--- config.mk ---
export PLATFORM = sky130hd
export DESIGN_NAME = qeciphy_gt_link_sequencer
export DESIGN_NICKNAME = d
export VERILOG_FILES = /design/src/rtl/qeciphy_gt_link_sequencer.sv
export SDC_FILE = /design/constraint.sdc
export NUM_CORES = 1
export LEC_CHECK = 0
export BUFFER_PORTS_ARGS = -buffer_cell sky130_fd_sc_hd__buf_2
export CAP_MARGIN = 15
export CORE_MARGIN = 2
export CORE_UTILIZATION = 50
export CTS_CLUSTER_DIAMETER = 50
export CTS_CLUSTER_SIZE = 24
export DETAILED_ROUTE_END_ITERATION = 7
export GPL_TIMING_DRIVEN = 0
export PLACE_DENSITY_LB_ADDON = 0.2
export SYNTH_ARGS = -nofsm -noshare
export SYNTH_HDL_FRONTEND = slang
export SYNTH_SLANG_ARGS = --single-unit
--- constraint.sdc ---
create_clock -name clk -period 3.15 [get_ports clk]
set_clock_uncertainty 0.05 [all_clocks]
set_input_delay 0.4725 -clock clk [delete_from_list [all_inputs] [get_ports clk]]
set_output_delay 0.4725 -clock clk [all_outputs]
set_load 0.005 [all_outputs]
--- src/rtl/qeciphy_gt_link_sequencer.sv ---
// qeciphy_gt_link_sequencer: GTH bring-up/recovery sequencer; define QECIPHY_GT_RETRY_LIMIT_EN to enable the retry limit and FAILED state
module qeciphy_gt_link_sequencer #(
  parameter int RESET_PULSE_CYCLES  = 16,
  parameter int TIMEOUT_CYCLES      = 1048576,
  parameter int ALIGN_STABLE_CYCLES = 256,
  parameter int MAX_RETRIES         = 8
) (
  input  logic       clk,
  input  logic       rst,
  input  logic       enable,
  input  logic       gtpowergood,
  input  logic       qpll0lock,
  input  logic       tx_done,
  input  logic       rx_done,
  input  logic       rx_cdr_stable,
  input  logic       rxbyteisaligned,
  input  logic       rxbyterealign,
  output logic       reset_all,
  output logic       reset_rx_datapath,
  output logic       comma_align_en,
  output logic       tx_ready,
  output logic       rx_ready,
  output logic [3:0] state,
  output logic [7:0] retry_count,
  output logic       failed
);
  localparam int TW = $clog2(TIMEOUT_CYCLES + 1);
  localparam int SW = $clog2(ALIGN_STABLE_CYCLES + 1);
`ifdef QECIPHY_GT_RETRY_LIMIT_EN
  localparam bit LIMIT_EN = 1'b1;
`else
  localparam bit LIMIT_EN = 1'b0;
`endif
  typedef enum logic [3:0] {
    IDLE = 4'd0, RST_ALL = 4'd1, WAIT_PLL = 4'd2, WAIT_TX = 4'd3, WAIT_RX = 4'd4,
    ALIGN = 4'd5, READY = 4'd6, RX_RST = 4'd7, RETRY = 4'd8, FAILED = 4'd9
  } state_t;
  state_t state_q, state_d, retry_tgt, rxrst_tgt;
  logic [6:0] meta_q, sync_q;
  logic realign_prev_q;
  logic [TW-1:0] cnt_q;
  logic [SW-1:0] stab_q, stab_d;
  logic [7:0] retry_q, retry_d;
  logic reset_all_q, reset_rx_q, comma_q, tx_ready_q, rx_ready_q, failed_q;
  logic pg_s, pll_s, tx_s, rx_s, cdr_s, aligned_s, realign_s, realign_ev;
  logic timeout, pulse_done, retry_lim;
  assign {realign_s, aligned_s, cdr_s, rx_s, tx_s, pll_s, pg_s} = sync_q;
  assign realign_ev = realign_s & ~realign_prev_q;
  assign timeout = cnt_q == TW'(TIMEOUT_CYCLES - 1);
  assign pulse_done = cnt_q == TW'(RESET_PULSE_CYCLES - 1);
  assign retry_lim = LIMIT_EN && (retry_q >= 8'(MAX_RETRIES));
  assign retry_tgt = retry_lim ? FAILED : RETRY;
  assign rxrst_tgt = retry_lim ? FAILED : RX_RST;
  assign state = state_q;
  assign retry_count = retry_q;
  assign reset_all = reset_all_q;
  assign reset_rx_datapath = reset_rx_q;
  assign comma_align_en = comma_q;
  assign tx_ready = tx_ready_q;
  assign rx_ready = rx_ready_q;
  assign failed = failed_q;
  // two-flop synchronisers plus the previous realign level for edge detection
  always_ff @(posedge clk or posedge rst) begin
    if (rst) begin
      meta_q <= '0;
      sync_q <= '0;
      realign_prev_q <= 1'b0;
    end else begin
      meta_q <= {rxbyterealign, rxbyteisaligned, rx_cdr_stable, rx_done, tx_done, qpll0lock, gtpowergood};
      sync_q <= meta_q;
      realign_prev_q <= realign_s;
    end
  end
  // next state: enable drop, then PLL/power loss, then per-state progress with success beating timeout
  always_comb begin
    stab_d = (aligned_s && !realign_ev) ? stab_q + SW'(1) : '0;
    state_d = state_q;
    if (state_q != IDLE && !enable) state_d = IDLE;
    else if (state_q inside {WAIT_TX, WAIT_RX, ALIGN, READY, RX_RST} && (!pg_s || !pll_s)) state_d = retry_tgt;
    else
      case (state_q)
        IDLE:     state_d = (enable && pg_s) ? RST_ALL : IDLE;
        RST_ALL:  state_d = pulse_done ? WAIT_PLL : RST_ALL;
        WAIT_PLL: state_d = pll_s ? WAIT_TX : timeout ? retry_tgt : WAIT_PLL;
        WAIT_TX:  state_d = tx_s ? WAIT_RX : timeout ? retry_tgt : WAIT_TX;
        WAIT_RX:  state_d = (rx_s && cdr_s) ? ALIGN : timeout ? rxrst_tgt : WAIT_RX;
        ALIGN:    state_d = (stab_d == SW'(ALIGN_STABLE_CYCLES)) ? READY : timeout ? rxrst_tgt : ALIGN;
        READY:    state_d = (!aligned_s || realign_ev) ? rxrst_tgt : READY;
        RX_RST:   state_d = pulse_done ? WAIT_RX : RX_RST;
        RETRY:    state_d = RST_ALL;
        default:  state_d = state_q;
      endcase
    retry_d = (state_d != state_q && state_d inside {RX_RST, RETRY} && retry_q != 8'hFF) ? retry_q + 8'd1 : retry_q;
    if (LIMIT_EN && state_q == FAILED && state_d == IDLE) retry_d = '0;
  end
  // state, counters and outputs registered from the next state so they line up with it
  always_ff @(posedge clk or posedge rst) begin
    if (rst) begin
      state_q <= IDLE;
      cnt_q <= '0;
      stab_q <= '0;
      retry_q <= '0;
      reset_all_q <= 1'b1;
      reset_rx_q <= 1'b0;
      comma_q <= 1'b0;
      tx_ready_q <= 1'b0;
      rx_ready_q <= 1'b0;
      failed_q <= 1'b0;
    end else begin
      state_q <= state_d;
      cnt_q <= (state_d != state_q) ? '0 : (&cnt_q ? cnt_q : cnt_q + TW'(1));
      stab_q <= (state_q == ALIGN && state_d == ALIGN) ? stab_d : '0;
      retry_q <= retry_d;
      reset_all_q <= state_d inside {IDLE, RST_ALL, FAILED};
      reset_rx_q <= state_d == RX_RST;
      comma_q <= state_d inside {ALIGN, READY};
      tx_ready_q <= state_d inside {WAIT_RX, ALIGN, READY, RX_RST};
      rx_ready_q <= state_d == READY;
      failed_q <= LIMIT_EN && state_d == FAILED;
    end
  end
endmodule

# Word level (Yosys, flattened, before mapping)
# Index checks and enable logic that the tools add are counted.
# word_totals
out_inout_bits,18
elab_cells,81
input_bits,10
ff_bits,62
# op_classes
n_reduce_logical,24
n_addsub,3
eq_ne,21
muxes,19
bitwise,2
# op_table
operator,n
$mux 21,2
$pmux 4 s9,1
$eq 4x3->1 const B,8
$mux 4,6
$add 21x1->21 const B,1
$eq 21x20->1 const B,1
$eq 21x4->1 const B,1
$reduce_and 21->1,1
$mux 9,2
$eq 4x4->1 const B,3
$mux 2,6
$add 9x1->9 const B,1
$eq 9x9->1 const B,1
$add 8x1->8 const B,1
$eq 4x1->1 const B,2
$eq 4x2->1 const B,2
$logic_and 1x1->1,8
$logic_not 4->1,2
$ne 8x8->1 const B,1
$reduce_bool 4->1,2
$logic_not 1->1,5
$reduce_bool 5->1,1
$ne 4x4->1,1
$reduce_bool 2->1,2
other kinds (6),8

# Logic depth before layout (Yosys ltp)
# Gate-level depths: netlist of run 1.
# depth
word_depth,14
depth_mapped,10
mapped_depth_nobuf,10

# Least setup slack after synthesis of run 1
# OpenSTA, ideal clock, no wires.
# synth_timing
path_kind,register -> register
start,register stab_q[2]
end,register retry_q[1] (netlist: retry_count[1])
slack_ns,0.364
t_arrival_ns,2.611
setup_ns,0.125
n_path_buf,0
period_less_slack_ns,2.786
stages_incl_launch_ff,10
required_time_ns,2.975
path_cell_list,dfrtp_1 -> nand3_1 -> nor3_1 -> mux2_2 -> o31ai_1 -> a211oi_2 -> a311oi_2 -> or2_4 -> and3_4 -> mux2_4
# synth_via
elab_chain_len,11
word_cells_on_any_way,13
classes_between,add/sub (1); eq/ne (4); mux (5); reduce/logical (3)
# synth_rtl
element,line,rtl
"start, declared",42,"logic [SW-1:0] stab_q, stab_d;"
"start signal, assigned",112,stab_q <= (state_q == ALIGN && state_d == ALIGN) ? stab_d : '0;
$add 9x1->9 *,76,stab_d = (aligned_s && !realign_ev) ? stab_q + SW'(1) : '0;
$mux 9 *,76,
$eq 9x9->1 *,87,ALIGN: state_d = (stab_d == SW'(ALIGN_STABLE_CYCLES)) ? READY : timeout ? rxrst_tgt : ALIGN;
$mux 2 *,87,
$pmux 4 s9 *,81,case (state_q)
$mux 4 *,79,"else if (state_q inside {WAIT_TX, WAIT_RX, ALIGN, READY, RX_RST} && (!pg_s || !pll_s)) state_d = retry_tgt;"
$mux 4 *,78,if (state_q != IDLE && !enable) state_d = IDLE;
$eq 4x3->1 or $eq 4x4->1 (tied branches),93,"retry_d = (state_d != state_q && state_d inside {RX_RST, RETRY} && retry_q != 8'hFF) ? retry_q + 8'd1 : retry_ ..."
$reduce_bool 2->1,93,
$logic_and 1x1->1 * (2 in series),93,
"end signal, assigned",113,retry_q <= retry_d;
"end, declared",43,"logic [7:0] retry_q, retry_d;"
# Mark *: on every way between the ends. The rest lies on a longest branch, timed or not.
# A chain may end at the register's enable or synchronous reset.

# Worst setup path in the final report of run 1
# layout_timing
start,register cnt_q[0]
end,register retry_q[1] (netlist: retry_count[1])
# layout_via
elab_chain_len,10
word_cells_on_any_way,21
classes_between,eq/ne (5); mux (13); reduce/logical (3)
# layout_rtl
element,line,rtl
"start, declared",41,logic [TW-1:0] cnt_q;
"start signal, assigned",111,cnt_q <= (state_d != state_q) ? '0 : (&cnt_q ? cnt_q : cnt_q + TW'(1));
$eq 21x20->1,49,assign timeout = cnt_q == TW'(TIMEOUT_CYCLES - 1);
$mux 2 (tied with other cells) (2 in series),86,WAIT_RX: state_d = (rx_s && cdr_s) ? ALIGN : timeout ? rxrst_tgt : WAIT_RX;
$pmux 4 s9 *,81,
$mux 4 *,79,
$mux 4 *,78,
$eq 4x3->1 or $eq 4x4->1 (tied branches),93,
$reduce_bool 2->1,93,
$logic_and 1x1->1 * (2 in series),93,
# Marked as above.

==> results of run 1 <==
-- what timing repair did --
| action | CTS | global route |
|---|---|---|
| hold buffers | 0 | 0 |
| endpoints found under the setup margin | 0 | 5 |
| gates resized for setup | 0 | 3 |
-- power by group through the flow --
stage | sequential (mW) | combinational, mW | clock, mW
finish | 0.849 | 0.348 | 0.756
global placement | 0.861 | 0.341 | 0
CTS | 0.849 | 0.348 | 0.769
floorplan | 0.859 | 0.261 | 0
detailed placement | 0.864 | 0.346 | 0
global route | 0.851 | 0.387 | 0.805
-- metrics by stage --
step / cells / setup slack (ns) / hold slack [ns]
global route: 435 / 0.000602 / 0.170
floorplan: 316 / 0.364 / 0.281
CTS: 435 / 0.0313 / 0.164
detailed placement: 419 / 0.0567 / 0.287
global placement: 418 / 0.0789 / 0.282
finish: 435 / 0.158 / 0.145
-- final timing paths --
check	end	slack (ns)	depth (start not counted)
min	cnt_q[0]$_DFFE_PP0P_	0.14	2
min in group clk	meta_q[5]$_DFF_PP0_	0.19	1
max reg2reg	retry_count[1]$_DFFE_PP0P_	0.16	9
max in group asynchronous	cnt_q[7]$_DFFE_PP0P_	2.32	3
min reg2reg	sync_q[0]$_DFF_PP0_	0.30	0
max	retry_count[1]$_DFFE_PP0P_	0.16	9
-- per-layer routing --
| layer | track usage, % | vias to the layer above | part of all wire [%] | wire length (um) |
|---|---|---|---|---|
| li1 | - | 1208 | - | - |
| met1 | 24.6 | 1195 | 47 | 2930 |
| met2 | 29.7 | 34 | 48 | 2970 |
| met3 | 4.95 | 10 | 3.5 | 217 |
| met4 | 8.65 | 0 | 2.0 | 123 |
| met5 | 0 | - | 0 | 0 |
-- state kept, by name, indices dropped and copies added (netlist names) --
register,cells
cnt_q,21
comma_align_en,1
meta_q,7
realign_prev_q,1
reset_all,1
reset_rx_datapath,1
retry_count,8
rx_ready,1
stab_q,9
state,4
sync_q,7
tx_ready,1
-- logic make-up (layout without fill, tap and decap cells) --
kind of cell             count (synthesis)  in the layout  synth area share, %
AND/OR/NAND/NOR                        145            145                 25.2
flip-flops                              62             62                 48.4
AO/OA/AOI/OAI                           49             49                 11.5
XOR/XNOR                                28             28                 7.65
buffers and inverters                   20             62                 2.93
multiplexers                             6              6                 2.38
adder cells (fa/ha/maj)                  5              5                 1.80
other                                    1              1                0.117
-- critical path, stage by stage, from the launching register on --
cell and delay (ns):
dfrtp_1 0.41, ha_1 0.23, nand4_1 0.21, or4_4 0.60, o41ai_2 0.24, nor3_2 0.13
a311oi_2 0.31, or2_4 0.21, and3_4 0.20, mux2_4 0.29
-- cell usage in the layout (no fill, tap or decap), types with 3 or more instances in the layout --
cell,count
a21oi_1,7
inv_1,9
clkbuf_8,9
and2_1,3
nand3_1,11
ha_1,3
nand2b_1,5
buf_4,4
xor2_1,21
mux2_4,3
nand4_1,16
buf_2,28
xnor2_1,7
a31oi_1,3
clkbuf_1,4
nor3_1,6
and3_1,6
nor3b_1,4
o21ai_0,12
or3_1,5
nor2_1,34
nor2b_1,4
dfrtp_1,61
nand2_1,28
nor4_1,4
-- cell type report --
class	instances	area, um^2	area share [%]
well taps	77	96.3	2.62
clock inverters	6	86.3	2.35
flip-flops and latches	62	1550	42.2
multi-input cells	234	1580	42.8
repair buffers	26	145	3.95
inverters	10	37.5	1.02
plain buffers	10	56.3	1.53
clock buffers	10	128	3.47
==> flow_summary.toml, run 1 <==
[clock_network]
cts_setup_buffers = 0
worst_skew_pair.late_latency_ns = 0.33
cts.sinks = 62
clkTransAtPathRegs_ns = 0.07
cts_max_path_buffers = 2
htree_levels = 3
clock_tree_root = "clkbuf_8"
number_of_buffers_created_by_cts = 9
cts_tree = "yes"

[sta]
report.final.hold_viol_count = 0
post-route-min-period_ns = 2.99
report.final.setup_viol = 0
finalCritPeriodShare_pct = 95.0
timing.max_slew.rel_slack_pct = 56.6
timing_worst_slew_pin_value_ns = 0.646
final.setup.tns_ns = 0
grt_setup_unrepaired = "false"
fmax_ghz = 0.334
pins_over_their_slew_limit = 0

[synth]
synth_cell_types = 68
synth.area.top_cells = "dfrtp_1 48%, xor2_1 5.7%, nor2_1 4.0%"
synth_async_sr_flop_share_pct = 100
synth-warning-count = 0
ys_seq_elements = 62
synthCells = 316
postSynthAreaPerCell_um2 = 10.1
synth.yosys.seq_area_share_pct = 48.4
ys.flop_type = "dfrtp_1"
yosysMostFrequentCell = "dfrtp_1"
post_synth_top_area_share_pct = 47.6
post-synth-top-area-cell = "dfrtp_1"
total_nets_after_synthesis = 329
number_of_flops_mapped_to_enable_cells_by_yosys = 0
mappedNetlistArea_um2 = 3210
synth_common_cells = "61 x dfrtp_1, 34 x nor2_1, 28 x nand2_1, 21 x xor2_1, 16 x nand4_1"

[pwr]
share_seq_of_total_power_pct = 43.5
p_clk_share_pct = 38.7
power_switching_share_pct = 28.8
p_int_mw = 1.39
vdd.ir_drop.worst_mv = 0.361
power.density_nw_per_um2 = 531
netSwitchingPower_mw = 0.563
power_leakage_nw = 1.67
total_design_power_mw = 1.95
share_comb_of_total_power_pct = 17.8

[place]
finalWeightedCongestion = 0.852
detailed_place_hpwl_mm = 4.38
post_dp_area_um2 = 3450
port-buffer-count = 25

[critical_path]
criticalPathCategory = "reg2reg"
critical_path.reg2reg.startpoint = "cnt_q[0]$_DFFE_PP0P_"
setup.worst_path.start_class = "flip-flop"
critical_path.max_fanout = 4
cp-startpoint = "cnt_q[0]$_DFFE_PP0P_"
crit_arrival_ns = 3.16
required_ns = 3.32
crit_path_end_kind = "flip-flop"

[drt]
first_iter_violations = 110
detail_route.wirelength_mm = 6.23
vias = 2447
route.detailed.wl_per_inst_um = 14.3
first_pass_iters = 4
drc = 0
routed_via_density = 5.63
route.antenna.remaining_nets = 0

[layout]
layout.core_utilization_pct = 58.6
layout.cell_area.non_filler_um2 = 3680
fillerInstances = 546
nNetsFinal = 366
diodes = 0
drive_above_1_share_pct = 20.7
synthToLayoutAreaGrowth_pct = 14.7

[run_status]
status = "completed"

[die]
floorplan.initialDensity_pct = 51.1
dieHeight_um = 84.1
placeableCoreArea_um2 = 6280
rows = 29
chipWidth_um = 84.1
num_io_pins = 28
dieArea_um2 = 7070

[global_routing]
first_global_vias = 2304
grt-ovfl-total = 0
groute.usage.overall_pct = 18.9
grt_antenna_before_repair = 0
grt_first_pass_wirelength_mm = 10.6
grt_start_max_net_pins = 36

[worst_hold_path]
worst_hold_path_type = "in2async"

[flow_run]
max_cap_viol_count = 0
No activity file was read; power rests on OpenSTA's default activity.
==> run 2: changes to the inputs <==
--- a/config.mk
+++ b/config.mk
@@ -13,6 +13,8 @@
 export CTS_CLUSTER_SIZE = 24
 export DETAILED_ROUTE_END_ITERATION = 7
 export GPL_TIMING_DRIVEN = 0
+export HOLD_SLACK_MARGIN = 0.05
+export MAX_ROUTING_LAYER = met4
 export PLACE_DENSITY_LB_ADDON = 0.2
 export SYNTH_ARGS = -nofsm -noshare
 export SYNTH_HDL_FRONTEND = slang
==> flow_summary.toml, run 2 (synthesis gave the netlist of run 1 again) <==
[drt]
drc = 0
first_iter_violations = 126
routed_via_density = 5.61
route.detailed.wl_per_inst_um = 14.3
first_pass_iters = 4
detail_route.wirelength_mm = 6.22
vias = 2439
route.antenna.remaining_nets = 0

[clock_network]
worst_skew_pair.late_latency_ns = 0.33
cts.sinks = 62
number_of_buffers_created_by_cts = 9
clock_tree_root = "clkbuf_8"
cts_setup_buffers = 0
cts_tree = "yes"
cts_max_path_buffers = 2
clkTransAtPathRegs_ns = 0.07
htree_levels = 3

[layout]
nNetsFinal = 366
drive_above_1_share_pct = 20.7
most_common_cell_after_layout_fill_and_taps_aside = "dfrtp_1"
final_cell_mix = "61 x dfrtp_1, 34 x nor2_1, 28 x buf_2, 28 x nand2_1, 21 x xor2_1"
max_flop_register = "cnt_q"
diodes = 0
largest_register_ffs = 21
synthToLayoutAreaGrowth_pct = 14.8

[sta]
timing_worst_slew_pin_value_ns = 0.631
grt_setup_unrepaired = "false"
post-route-min-period_ns = 2.99
fmax_ghz = 0.334
timing.max_slew.rel_slack_pct = 57.7
report.final.setup_viol = 0
report.final.hold_viol_count = 0
pins_over_their_slew_limit = 0
final.setup.tns_ns = 0
finalCritPeriodShare_pct = 95.0

[pwr]
power.density_nw_per_um2 = 530
vdd.ir_drop.worst_mv = 0.361
netSwitchingPower_mw = 0.560
share_seq_of_total_power_pct = 43.5
total_design_power_mw = 1.95
p_int_mw = 1.39
power_leakage_nw = 1.67
power_switching_share_pct = 28.7
share_comb_of_total_power_pct = 17.8
p_clk_share_pct = 38.7

[critical_path]
required_ns = 3.32
crit_arrival_ns = 3.16
critical_path.max_fanout = 4
crit_path_end_kind = "flip-flop"
r2r_cells = 9
setup.worst_path.start_class = "flip-flop"
criticalPathCategory = "reg2reg"

[global_routing]
grt_start_max_net_pins = 36
grt_antenna_before_repair = 0
grt_first_pass_wirelength_mm = 10.6
grt-ovfl-total = 0
first_global_vias = 2309
groute.usage.overall_pct = 19.4

[worst_hold_path]
worst_hold_path_type = "in2async"

[die]
dieArea_um2 = 7070
num_io_pins = 28
floorplan.initialDensity_pct = 51.1
chipWidth_um = 84.1
placeableCoreArea_um2 = 6280
dieHeight_um = 84.1
rows = 29

[run_status]
status = "completed"

[place]
port-buffer-count = 25
finalWeightedCongestion = 0.865
detailed_place_hpwl_mm = 4.38

[flow_run]
max_cap_viol_count = 0
==> run 2: cell counts in the layout (fill, tap and decap cells not counted) <==
Identical to the previous run, type by type.
==> run 2: per-layer routing <==
layer | global-route usage [%] | routed length, um | vias up
li1 | - | - | 1206
met1 | 24.5 | 2890 | 1178
met2 | 29.7 | 2940 | 42
met3 | 4.06 | 229 | 13
met4 | 9.53 | 155 | 0
met5 | - | 0 | -
==> run 2: timing repair <==
action	in CTS	in global routing
hold endpoints to repair	0	0
hold buffers	0	0
setup endpoints to repair	0	5
resized for setup	0	4
==> run 2: critical path, stage by stage, from the launching register on <==
cell,delay [ns]
dfrtp_1,0.41
ha_1,0.23
nand4_1,0.21
or4_4,0.60
o41ai_2,0.24
nor3_2,0.13
a311oi_2,0.31
or2_4,0.21
and3_4,0.20
mux2_4,0.29
==> run 2: worst paths after layout <==
check	startpoint	end	slack, ns
worst max-delay path	cnt_q[0]$_DFFE_PP0P_	retry_count[1]$_DFFE_PP0P_	0.16
worst min-delay path	rst	cnt_q[0]$_DFFE_PP0P_	0.15
min in group clk	rxbyteisaligned	meta_q[5]$_DFF_PP0_	0.19
worst max register to register	cnt_q[0]$_DFFE_PP0P_	retry_count[1]$_DFFE_PP0P_	0.16
max in group asynchronous	rst	cnt_q[7]$_DFFE_PP0P_	2.32
worst min register to register	meta_q[0]$_DFF_PP0_	sync_q[0]$_DFF_PP0_	0.30
==> run 2: layout make-up <==
type                            count  area, um^2
Clock buffer                       10         128
Fill cell                         548        2600
Multi-Input combinational cell    234        1580
Timing Repair Buffer               26         145
Sequential cell                    62        1550
Buffer                             10        56.3
Inverter                           10        37.5
Tap cell                           77        96.3
Clock inverter                      6        86.3
==> run 2: power by group through the flow <==
stage	clock network, mW	logic (mW)	registers, mW
after detailed placement	0	0.346	0.864
final	0.754	0.347	0.849
after global placement	0	0.341	0.861
after global routing	0.801	0.387	0.851
after CTS	0.769	0.348	0.849
after floorplan	0	0.261	0.859
==> run 2: stage by stage <==
stage | hold WS [ns] | util [%] | area, um^2 | instances | setup slack, ns
final | 0.147 | 58.6 | 3680 | 435 | 0.158
after floorplan | 0.281 | - | 3210 | 316 | 0.364
after global placement | 0.282 | 54.6 | 3430 | 418 | 0.0789
after global routing | 0.175 | 58.6 | 3680 | 435 | 0.0190
after CTS | 0.164 | 58.3 | 3660 | 435 | 0.0313
after detailed placement | 0.287 | 54.9 | 3450 | 419 | 0.0567
